`config.mk`:
```
export PLATFORM = sky130hd
export DESIGN_NAME = multicycle_control_fsm
export DESIGN_NICKNAME = d
export VERILOG_FILES = /design/src/rtl/multicycle_control_fsm.sv
export SDC_FILE = /design/constraint.sdc
export NUM_CORES = 1
export LEC_CHECK = 0
export BUFFER_PORTS_ARGS = -buffer_cell sky130_fd_sc_hd__buf_2
export CORE_AREA = 10 10 103 87
export DETAILED_ROUTE_END_ITERATION = 16
export DIE_AREA = 0 0 113 97
export GPL_ROUTABILITY_DRIVEN = 1
export PLACE_DENSITY = 0.57
export SYNTH_ARGS = -nofsm -noshare
export SYNTH_HDL_FRONTEND = slang
export SYNTH_SLANG_ARGS = --single-unit
```
`constraint.sdc`:
```
create_clock -name clk -period 2.1 [get_ports clk]
set_clock_uncertainty 0.15 [all_clocks]
set_input_delay 0.21 -clock clk [delete_from_list [all_inputs] [get_ports clk]]
set_output_delay 0.21 -clock clk [all_outputs]
set_load 0.02 [all_outputs]
```
`src/rtl/multicycle_control_fsm.sv`:
```
// multicycle_control_fsm: main control FSM of the multicycle RV32I core.
// Optional feature macro: CTRL_ILLEGAL_TRAP_EN (unknown opcodes halt the core).
`default_nettype none

module multicycle_control_fsm #(
    parameter int CNT_W = 32
) (
    input  logic             clk,
    input  logic             rst,
    input  logic [6:0]       op,
    input  logic [2:0]       funct3,
    input  logic             zero,
    input  logic             mem_ready,
    output logic             mem_req,
    output logic             mem_write,
    output logic             adr_src,
    output logic             ir_write,
    output logic             pc_write,
    output logic             reg_write,
    output logic [1:0]       alu_src_a,
    output logic [1:0]       alu_src_b,
    output logic [1:0]       result_src,
    output logic [1:0]       alu_op,
    output logic             retire,
    output logic [CNT_W-1:0] instret,
    output logic             illegal
);

    localparam logic [6:0] OP_LOAD   = 7'b0000011;
    localparam logic [6:0] OP_STORE  = 7'b0100011;
    localparam logic [6:0] OP_RTYPE  = 7'b0110011;
    localparam logic [6:0] OP_ITYPE  = 7'b0010011;
    localparam logic [6:0] OP_JAL    = 7'b1101111;
    localparam logic [6:0] OP_BRANCH = 7'b1100011;

    typedef enum logic [3:0] {
        S_FETCH, S_DECODE, S_MEMADR, S_MEMREAD, S_MEMWB, S_MEMWRITE,
        S_EXECR, S_EXECI, S_JAL, S_ALUWB, S_BRANCH
`ifdef CTRL_ILLEGAL_TRAP_EN
        , S_HALT
`endif
    } state_t;

    state_t state, state_nx;
    logic   pc_update, branch, take;
    logic   unused_funct3;

    assign unused_funct3 = ^funct3[2:1];
    assign take          = zero ^ funct3[0];

    always_ff @(posedge clk or negedge rst) begin
        if (!rst) state <= S_FETCH;
        else      state <= state_nx;
    end

    always_comb begin
        state_nx   = state;
        mem_req    = 1'b0;
        mem_write  = 1'b0;
        adr_src    = 1'b0;
        ir_write   = 1'b0;
        pc_update  = 1'b0;
        branch     = 1'b0;
        reg_write  = 1'b0;
        alu_src_a  = 2'b00;
        alu_src_b  = 2'b00;
        result_src = 2'b00;
        alu_op     = 2'b00;
        retire     = 1'b0;
        illegal    = 1'b0;
        case (state)
            S_FETCH: begin
                mem_req    = 1'b1;
                alu_src_b  = 2'b10;
                result_src = 2'b10;
                if (mem_ready) begin
                    ir_write  = 1'b1;
                    pc_update = 1'b1;
                    state_nx  = S_DECODE;
                end
            end
            S_DECODE: begin
                alu_src_a = 2'b01;
                alu_src_b = 2'b01;
                case (op)
                    OP_LOAD, OP_STORE: state_nx = S_MEMADR;
                    OP_RTYPE:          state_nx = S_EXECR;
                    OP_ITYPE:          state_nx = S_EXECI;
                    OP_JAL:            state_nx = S_JAL;
                    OP_BRANCH:         state_nx = S_BRANCH;
`ifdef CTRL_ILLEGAL_TRAP_EN
                    default:           state_nx = S_HALT;
`else
                    default:           state_nx = S_FETCH;
`endif
                endcase
            end
            S_MEMADR: begin
                alu_src_a = 2'b10;
                alu_src_b = 2'b01;
                state_nx  = op[5] ? S_MEMWRITE : S_MEMREAD;
            end
            S_MEMREAD: begin
                mem_req = 1'b1;
                adr_src = 1'b1;
                if (mem_ready) state_nx = S_MEMWB;
            end
            S_MEMWB: begin
                result_src = 2'b01;
                reg_write  = 1'b1;
                retire     = 1'b1;
                state_nx   = S_FETCH;
            end
            S_MEMWRITE: begin
                mem_req   = 1'b1;
                mem_write = 1'b1;
                adr_src   = 1'b1;
                if (mem_ready) begin
                    retire   = 1'b1;
                    state_nx = S_FETCH;
                end
            end
            S_EXECR: begin
                alu_src_a = 2'b10;
                alu_op    = 2'b10;
                state_nx  = S_ALUWB;
            end
            S_EXECI: begin
                alu_src_a = 2'b10;
                alu_src_b = 2'b01;
                alu_op    = 2'b10;
                state_nx  = S_ALUWB;
            end
            S_JAL: begin
                alu_src_a = 2'b01;
                alu_src_b = 2'b10;
                pc_update = 1'b1;
                state_nx  = S_ALUWB;
            end
            S_ALUWB: begin
                reg_write = 1'b1;
                retire    = 1'b1;
                state_nx  = S_FETCH;
            end
            S_BRANCH: begin
                alu_src_a = 2'b10;
                alu_op    = 2'b01;
                branch    = 1'b1;
                retire    = 1'b1;
                state_nx  = S_FETCH;
            end
`ifdef CTRL_ILLEGAL_TRAP_EN
            S_HALT: begin
                illegal = 1'b1;
            end
`endif
            default: state_nx = S_FETCH;
        endcase
        pc_write = pc_update | (branch & take);
        // Reset is asynchronous, so strobes must be squashed combinationally too.
        if (!rst) begin
            mem_req   = 1'b0;
            mem_write = 1'b0;
            ir_write  = 1'b0;
            pc_write  = 1'b0;
            reg_write = 1'b0;
            retire    = 1'b0;
            illegal   = 1'b0;
        end
    end

    always_ff @(posedge clk or negedge rst) begin
        if (!rst)        instret <= '0;
        else if (retire) instret <= instret + CNT_W'(1);
    end

endmodule

`default_nettype wire

```
# ---- After elaboration in Yosys (flattened, before gate mapping)
# Cells that the tools add are included.
dict set report classes {
  bitwise_logic 3
  n_eq_ne 19
  addsub 1
  mux 25
  n_reduce_logical 13
}
# operator count
set ops {}
lappend ops {{adder 32 x 1 -> 32 bit, second input constant} 1}
lappend ops {{case mux 4 bit (6 select lines)} 1}
lappend ops {{case mux 4 bit (5 select lines)} 1}
lappend ops {{== test 4 x 3 -> 1 bit, second input constant} 4}
lappend ops {{case mux 2 bit (2 select lines)} 4}
lappend ops {{== test 7 x 6 -> 1 bit, second input constant} 2}
lappend ops {{== test 7 bit, second input constant} 2}
lappend ops {{2-to-1 mux 1 bit} 13}
lappend ops {{== test 4 bit, second input constant} 3}
lappend ops {{2-to-1 mux 4 bit} 3}
lappend ops {{OR reduction 2 bit} 6}
lappend ops {{OR reduction 3 bit} 4}
lappend ops {{== test 4 x 2 -> 1 bit, second input constant} 2}
lappend ops {{== test 7 x 2 -> 1 bit, second input constant} 1}
lappend ops {{== test 7 x 5 -> 1 bit, second input constant} 1}
lappend ops {{!= test 2 bit, second input constant} 3}
lappend ops {{== test 4 x 1 -> 1 bit, second input constant} 1}
lappend ops {{logical NOT 4 bit} 1}
lappend ops {{case mux 1 bit (2 select lines)} 2}
lappend ops {{OR reduction 4 bit} 1}
lappend ops {{2-to-1 mux 3 bit} 1}
lappend ops {{AND reduction 3 bit} 1}
lappend ops {{bitwise AND 1 bit} 1}
lappend ops {{OR 1 bit} 1}
lappend ops {{XOR 1 bit} 1}
dict set report word_totals {
  regBits 36
  word_cells 63
  out_inout_bits 48
  input_bits 14
}

# ---- Logic depth before layout (Yosys ltp)
# Gate-level depths: netlist of run 1.
dict set report depth {
  depth_word 5
  mapped_depth 8
  mapped_depth_nobuf 6
}

# ---- Worst setup path after synthesis of run 1
# Ideal clock, no wire load.
dict set report synth_path {
  path_kind {register -> register}
  from {reg state[1]}
  to {reg instret[28]}
  setup_time_ns 0.080
  setup_slack_ns -0.280
  t_required_ns 1.870
  arrival_time_ns 2.150
  path_stages_with_launch 9
  synth_period_minus_slack_ns 2.380
  path_cell_list {dfrtp_1 buf_2 nor4b_2 o41ai_2 inv_1 buf_4 nand4_1 nor3_1 xor2_1}
}
dict set report synth_via {
  elab_chain_cells 4
  word_cells_on_any_way 7
}
# item line_no
set synth_lines {}
lappend synth_lines {{start: declaration} 44} ;# state_t state, state_nx;
lappend synth_lines {{start signal: assignment} 53} ;# else state <= state_nx;
lappend synth_lines {{== test 4 bit or == test 4 x 3 -> 1 bit (tied branches)} 71} ;# case (state)
lappend synth_lines {{OR reduction 3 bit (no source line)} --}
lappend synth_lines {{case mux 1 bit (2 select lines) (*)} 71}
lappend synth_lines {{2-to-1 mux 1 bit (*)} 161} ;# if (!rst) begin
lappend synth_lines {{via retire} 24} ;# output logic retire,
lappend synth_lines {{end signal: assignment} 174} ;# else if (retire) instret <= instret + CNT_W'(1);
lappend synth_lines {{end: declaration} 25} ;# output logic [CNT_W-1:0] instret,
# Mark *: on every way through the listed nets, which the timed path passes. The rest lies on a longest branch.
# A chain may end at the register's enable or synchronous reset.

# ---- Worst setup path after layout of run 1
dict set report layout_path {
  from {reg state[3]}
  to {reg state[0]}
}
dict set report layout_via {
  elab_chain_cells 3
  word_cells_on_any_way 14
}
# item line_no
set layout_lines {}
lappend layout_lines {{== test 4 bit (tied with other cells)} 71}
lappend layout_lines {{OR reduction 3 bit (no source line) or != test 2 bit (tied branches)} --}
lappend layout_lines {{case mux 4 bit (6 select lines) or AND reduction 3 bit (tied branches)} --}
# Parallel ways exist; a longest one is shown, timed or not.

==> results.sh, run 1 <==
export IMPL_dieWidth_um=113
export IMPL_crit_buf_inv=0
export IMPL_ys_types=43
export IMPL_synth_fp_nets=220
export IMPL_num_vias=1788
export IMPL_wl_um=5330
export IMPL_rsz0062_at_grt="true"
export IMPL_grt_antenna_before_repair=0
export IMPL_reg2reg_slack_ps=-10
export IMPL_layout_drive_gt1_share=0.447
export IMPL_dp_cells=363
export IMPL_drv_cap=0
export IMPL_cp_end_kind="flip-flop"
export IMPL_ios=62
export IMPL_drt_iter0_drc=91
export IMPL_dpl_hpwl_um=4060
export IMPL_synth_cell_area_sq_mm=0.00202
export IMPL_synth_edf_count=0
export IMPL_grt_remaining_overflow=0
export IMPL_die_area_sq_mm=0.0110
export IMPL_syn_inst=205
export IMPL_route_detailed_drc=0
export IMPL_cts_sinks=36
export IMPL_area_growth_pct=44.1
export IMPL_grt_pass1_wl_um=8730
export IMPL_mostFrequentLayoutCell="buf_2"
export IMPL_place_congestion=0.734
export IMPL_crit_type="reg -> reg"
export IMPL_powerDensity_mw_per_mm2=653
export IMPL_cts_buffers=5
export IMPL_violations="negative setup slack"
export IMPL_coreArea_sq_mm=0.00679
export IMPL_grt_util_all_layers=0.0937
export IMPL_setup_viol=2
export IMPL_crit_fanout=7
export IMPL_htreeDepth=2
export IMPL_grt_pass1_vias=1732
export IMPL_port_buffers=58
export IMPL_hold_viol_final=0
export IMPL_ys_seq_area_frac=0.447
export IMPL_min_to="state[3]$_DFFE_PN0P_"
export IMPL_hold_path_cell_count=3
export IMPL_fin_ws_ps=-12.2
export IMPL_crit_arrival_ps=2180
export IMPL_p_leak_uw=0.00152
export IMPL_synth_flop_cell="dfrtp_1"
export IMPL_die_h_um=97
export IMPL_async_flop_share=1.00
export IMPL_min_period_ps=2110
export IMPL_critPathTopFamily="simple AND/OR/NAND/NOR gates"
export IMPL_r2r_end="state[0]$_DFFE_PN0P_"
export IMPL_grt_max_degree=33
export IMPL_layout_common_cells="buf_2 (57), dfrtp_1 (32), buf_4 (24)"
export IMPL_slowest_delay_ps=460
export IMPL_fin_nets=307
export IMPL_r2r_start="state[3]$_DFFE_PN0P_"
export IMPL_cts_clk_slew_worst_paths_ps=70
export IMPL_ir_drop_uv=253
export IMPL_post_synth_cell_area_avg_sq_um=9.84
export IMPL_placed_area_sq_mm=0.00257
export IMPL_slew_viol_final=0
export IMPL_wire_per_inst_um=14.0
export IMPL_worstPathCellList="nand4bb_1, or4_4, or3_4, a221oi_2, o211a_1"
export IMPL_final_antenna_net_count=0
export IMPL_num_rows=27
export IMPL_final_area_sq_mm=0.00291
export IMPL_critPathLaunchType="flip-flop"
export IMPL_r2r_cells=5
export IMPL_cts_root_buf="clkbuf_8"
export IMPL_via_per_inst=4.71
export IMPL_maxClockFrequency_mhz=473
export IMPL_antenna_cells=0
export IMPL_max_clock_path_buffers=2
export IMPL_outcome="complete, but fails checks"
export IMPL_tns_ps=-17.1
export IMPL_final_util=0.428
export IMPL_post_route_period_util=1.01
export IMPL_initial_core_util=0.297
export IMPL_fill_cells=667
export IMPL_synth_seq_cells=36
export IMPL_total_power_uw=1900
export IMPL_final_cells=380
export IMPL_cts_tree="done"
export IMPL_yosysWarnings=0
export IMPL_min_path_type="in -> reg"
export IMPL_drt_pass1_iter_count=4
export IMPL_min_delay_start="op[5]"
export IMPL_required_ps=2170
export IMPL_cpMaxStageDelayCell="dfrtp_2"
export IMPL_clk_latency_ps=280
-- repair_timing --
| action | CTS | global route |
|---|---|---|
| hold endpoints to repair | 4 | 0 |
| gates resized for setup | 19 | 20 |
| setup endpoints to repair | 12 | 25 |
| cloned | 0 | 0 |
| hold buffers | 1 | 0 |
| setup buffers | 7 | 1 |
| pin swaps | 5 | 10 |
-- worst max-delay path by stage --
stage	start	endpoint	slack, ps	cells after the start
3_5_place_dp	state[1]$_DFFE_PN0P_	state[0]$_DFFE_PN0P_	-60	5
5_1_grt	state[3]$_DFFE_PN0P_	state[0]$_DFFE_PN0P_	-110	5
4_1_cts	state[1]$_DFFE_PN0P_	state[0]$_DFFE_PN0P_	-20	5
6_report	state[3]$_DFFE_PN0P_	state[0]$_DFFE_PN0P_	-10	5
2_1_floorplan	state[1]$_DFFE_PN0P_	instret[30]$_DFFE_PN0P_	-60	8
3_3_place_gp	state[1]$_DFFE_PN0P_	state[0]$_DFFE_PN0P_	-40	5
-- tightest hold or removal path, stage by stage --
cell	delay, ps
buf_2	120
nand4_1	70
o31ai_1	60
-- registers in the layout (all words and copies together) (netlist names) --
| name | flops |
|---|---|
| instret | 32 |
| state | 4 |
-- Yosys cell counts (2+ instances only) --
cell type / n / area [sq um]
nor4_1: 4 / 25.0
xor2_1: 17 / 149
nor4b_2: 2 / 30.0
nand3_1: 12 / 60.1
dfrtp_1: 36 / 901
nor2b_1: 3 / 18.8
nand4_1: 9 / 56.3
a21oi_1: 4 / 20.0
buf_4: 2 / 15.0
inv_1: 7 / 26.3
nor4bb_1: 2 / 20.0
buf_2: 4 / 20.0
nor3_1: 9 / 45.0
o22ai_1: 2 / 12.5
and4_1: 2 / 17.5
nor2_1: 15 / 56.3
nor3b_1: 4 / 30.0
xnor2_1: 19 / 166
buf_1: 3 / 11.3
nand2b_1: 4 / 25.0
nand2_1: 17 / 63.8
and4b_1: 2 / 20.0
and3_1: 6 / 37.5
-- power breakdown --
group          internal [uW]  switching [uW]
Sequential               732            52.4
Clock                    262             243
Combinational            262             347
-- kinds of logic (layout without fill, tap and decap cells) --
| family | after synthesis | count (layout) | synth area share |
|---|---|---|---|
| fa+ha+maj | 1 | 1 | 0.00620 |
| buf+inv | 18 | 106 | 0.0434 |
| simple gates | 98 | 98 | 0.284 |
| xor+xnor | 36 | 36 | 0.156 |
| other cells | 1 | 1 | 0.00186 |
| flops | 36 | 36 | 0.447 |
| mux | 2 | 2 | 0.0105 |
| compound gates | 13 | 13 | 0.0509 |
-- layer usage --
| layer | vias up | GRT usage | part of all wire | wire (um) |
|---|---|---|---|---|
| li1 | 889 | - | - | - |
| met1 | 859 | 0.120 | 0.48 | 2550 |
| met2 | 35 | 0.148 | 0.46 | 2460 |
| met3 | 5 | 0.0277 | 0.049 | 260 |
| met4 | 0 | 0.0262 | 0.011 | 56 |
| met5 | - | 0 | 0 | 0 |
-- cell type report --
type,count,area [sq um],area share
Sequential cell,36,906,0.312
Multi-Input combinational cell,151,1200,0.412
Clock inverter,2,10.0,0.00344
Inverter,7,26.3,0.00904
Tap cell,87,109,0.0375
Clock buffer,6,82.6,0.0284
Timing Repair Buffer,91,577,0.198
-- per-stage QoR --
stage | setup WS [ps] | hold WS (ps)
floorplan | -55.0 | -236
global placement | -44.4 | 66.4
detailed placement | -63.2 | 51.2
CTS | -21.2 | 54.8
global route | -106 | 63.0
finish | -12.2 | 66.0
No activity file was read; power rests on OpenSTA's default activity.
==> run 2: changes to the inputs <==
--- a/config.mk
+++ b/config.mk
@@ -6,9 +6,9 @@
 export NUM_CORES = 1
 export LEC_CHECK = 0
 export BUFFER_PORTS_ARGS = -buffer_cell sky130_fd_sc_hd__buf_2
-export CORE_AREA = 10 10 103 87
+export CORE_AREA = 10 10 110 82
 export DETAILED_ROUTE_END_ITERATION = 16
-export DIE_AREA = 0 0 113 97
+export DIE_AREA = 0 0 120 92
 export GPL_ROUTABILITY_DRIVEN = 1
 export PLACE_DENSITY = 0.57
 export SYNTH_ARGS = -nofsm -noshare
==> run 2 against run 1 <==
Effect of this change:
- combinational power up 9.4%
- via count rose by 0.95%
- the run still ends with negative setup slack left
- sequential power is 1% lower
- wire length rose by 3.6%
- clock power decreased by 2%
- register-to-register slack about the same
- utilization is 1.5 points lower
- critical path type is now reg -> out
- sequential share of layout area shrank 0.067 points
==> results.sh, run 2 (same netlist as run 1, synthesis figures left out) <==
export IMPL_crit_fanout=7
export IMPL_grt_util_all_layers=0.100
export IMPL_antenna_cells=0
export IMPL_grt_pass1_vias=1760
export IMPL_crit_arrival_ps=1790
export IMPL_wire_per_inst_um=14.0
export IMPL_wl_um=5520
export IMPL_violations="negative setup slack"
export IMPL_port_buffers=58
export IMPL_regMostFlops="instret"
export IMPL_ios=62
export IMPL_num_rows=26
export IMPL_grt_pass1_wl_um=9180
export IMPL_drt_iter0_drc=106
export IMPL_grt_max_degree=37
export IMPL_cts_root_buf="clkbuf_8"
export IMPL_initial_core_util=0.286
export IMPL_drv_cap=0
export IMPL_required_ps=1740
export IMPL_top_regs="instret: 32 flops, state: 4 flops"
export IMPL_hold_viol_final=0
export IMPL_register_area_sq_um=906
export IMPL_drt_pass1_iter_count=4
export IMPL_rsz0062_at_grt="true"
export IMPL_layout_drive_gt1_share=0.437
export IMPL_grt_remaining_overflow=0
export IMPL_slew_viol_final=0
export IMPL_powerDensity_mw_per_mm2=664
export IMPL_coreArea_sq_mm=0.00706
export IMPL_cts_clk_slew_worst_paths_ps=70
export IMPL_die_area_sq_mm=0.0110
export IMPL_max_clock_path_buffers=2
export IMPL_fill_cells=727
export IMPL_clk_latency_ps=290
export IMPL_layout_common_cells="buf_2 (57), dfrtp_1 (32), buf_4 (30)"
export IMPL_cts_tree="done"
export IMPL_via_per_inst=4.59
export IMPL_place_congestion=0.762
export IMPL_cts_buffers=5
export IMPL_critPathLaunchType="flip-flop"
export IMPL_crit_type="reg -> out"
export IMPL_min_path_type="in -> reg"
export IMPL_cp_end_kind="output pin"
export IMPL_maxClockFrequency_mhz=465
export IMPL_hold_ws_ps=71.5
export IMPL_die_h_um=92
export IMPL_dp_slack_ps=-49.8
export IMPL_fin_ws_ps=-51.7
export IMPL_outcome="complete, but fails checks"
export IMPL_route_detailed_drc=0
export IMPL_multi_input_area_sq_mm=0.00118
export IMPL_dieWidth_um=120
export IMPL_p_leak_uw=0.00151
export IMPL_final_antenna_net_count=0
export IMPL_htreeDepth=2
export IMPL_dpl_hpwl_um=4080
export IMPL_min_period_ps=2150
export IMPL_largest_register_ffs=32
export IMPL_post_route_period_util=1.02
export IMPL_setup_viol=2
export IMPL_num_vias=1805
export IMPL_fin_nets=309
export IMPL_area_growth_pct=44.4
export IMPL_cts_sinks=36
export IMPL_final_util=0.413
export IMPL_mostFrequentLayoutCell="buf_2"
export IMPL_grt_antenna_before_repair=0
export IMPL_ir_drop_uv=373
[run 2: changes by cell type in the layout (fill, tap and decap cells not counted), sizes merged]
cell | before | now
clkbuf | 6 | 5
clkinv | 2 | 3
buf | 90 | 92
[run 2: worst paths after layout]
path	slack [ps]	depth (start not counted)	endpoint	startpoint
min in group asynchronous	490	4	instret[15]$_DFFE_PN0P_	rst
worst max-delay path	-50	5	retire	state[1]$_DFFE_PN0P_
worst min-delay path	70	3	state[3]$_DFFE_PN0P_	op[5]
worst max register to register	-10	5	state[0]$_DFFE_PN0P_	state[1]$_DFFE_PN0P_
max in group asynchronous	1110	4	state[1]$_DFFE_PN0P_	rst
worst min register to register	340	1	instret[20]$_DFFE_PN0P_	instret[20]$_DFFE_PN0P_
[run 2: per-layer routing]
metal  vias to the layer above  global-route usage  part of all wire
li1                        893                   -                 -
met1                       864               0.137              0.48
met2                        46               0.143              0.43
met3                         2              0.0404             0.079
met4                         0              0.0240            0.0043
met5                         -                   0                 0
[run 2: critical path, stage by stage (launching register included)]
cell,delay [ps]
dfrtp_2,470
and4bb_2,280
o41ai_4,370
inv_2,120
buf_6,140
buf_6,120
[run 2: final cells by class]
type,instances,share of cell area
well taps,98,0.0421
flip-flops and latches,36,0.311
clock buffers,5,0.0236
clock inverters,3,0.00644
inverters,7,0.00902
repair buffers,93,0.201
multi-input cells,151,0.407
[run 2: what timing repair did]
item	in CTS	in global routing
endpoints found under the setup margin	18	24
hold buffers	2	0
pin swaps	3	10
buffers inserted	5	4
gates resized for setup	13	17
hold endpoints to repair	36	0
[run 2: report_power, final]
part / switching [uW] / internal [uW] / leakage (uW) / total (uW)
sequential: 44.5 / 732 / 0.000487 / 776
clock: 262 / 231 / 0.0000479 / 493
combinational: 367 / 299 / 0.000973 / 666
[run 2: through the flow]
step,total power [uW],instance area [sq um],std cells,setup TNS [ps]
2_1_floorplan,1180,2070,205,-261
3_3_place_gp,1370,2580,374,-137
3_5_place_dp,1380,2580,374,-279
4_1_cts,1940,2800,389,-34.2
5_1_grt,2050,2910,393,-757
6_report,1940,2910,393,-57.2
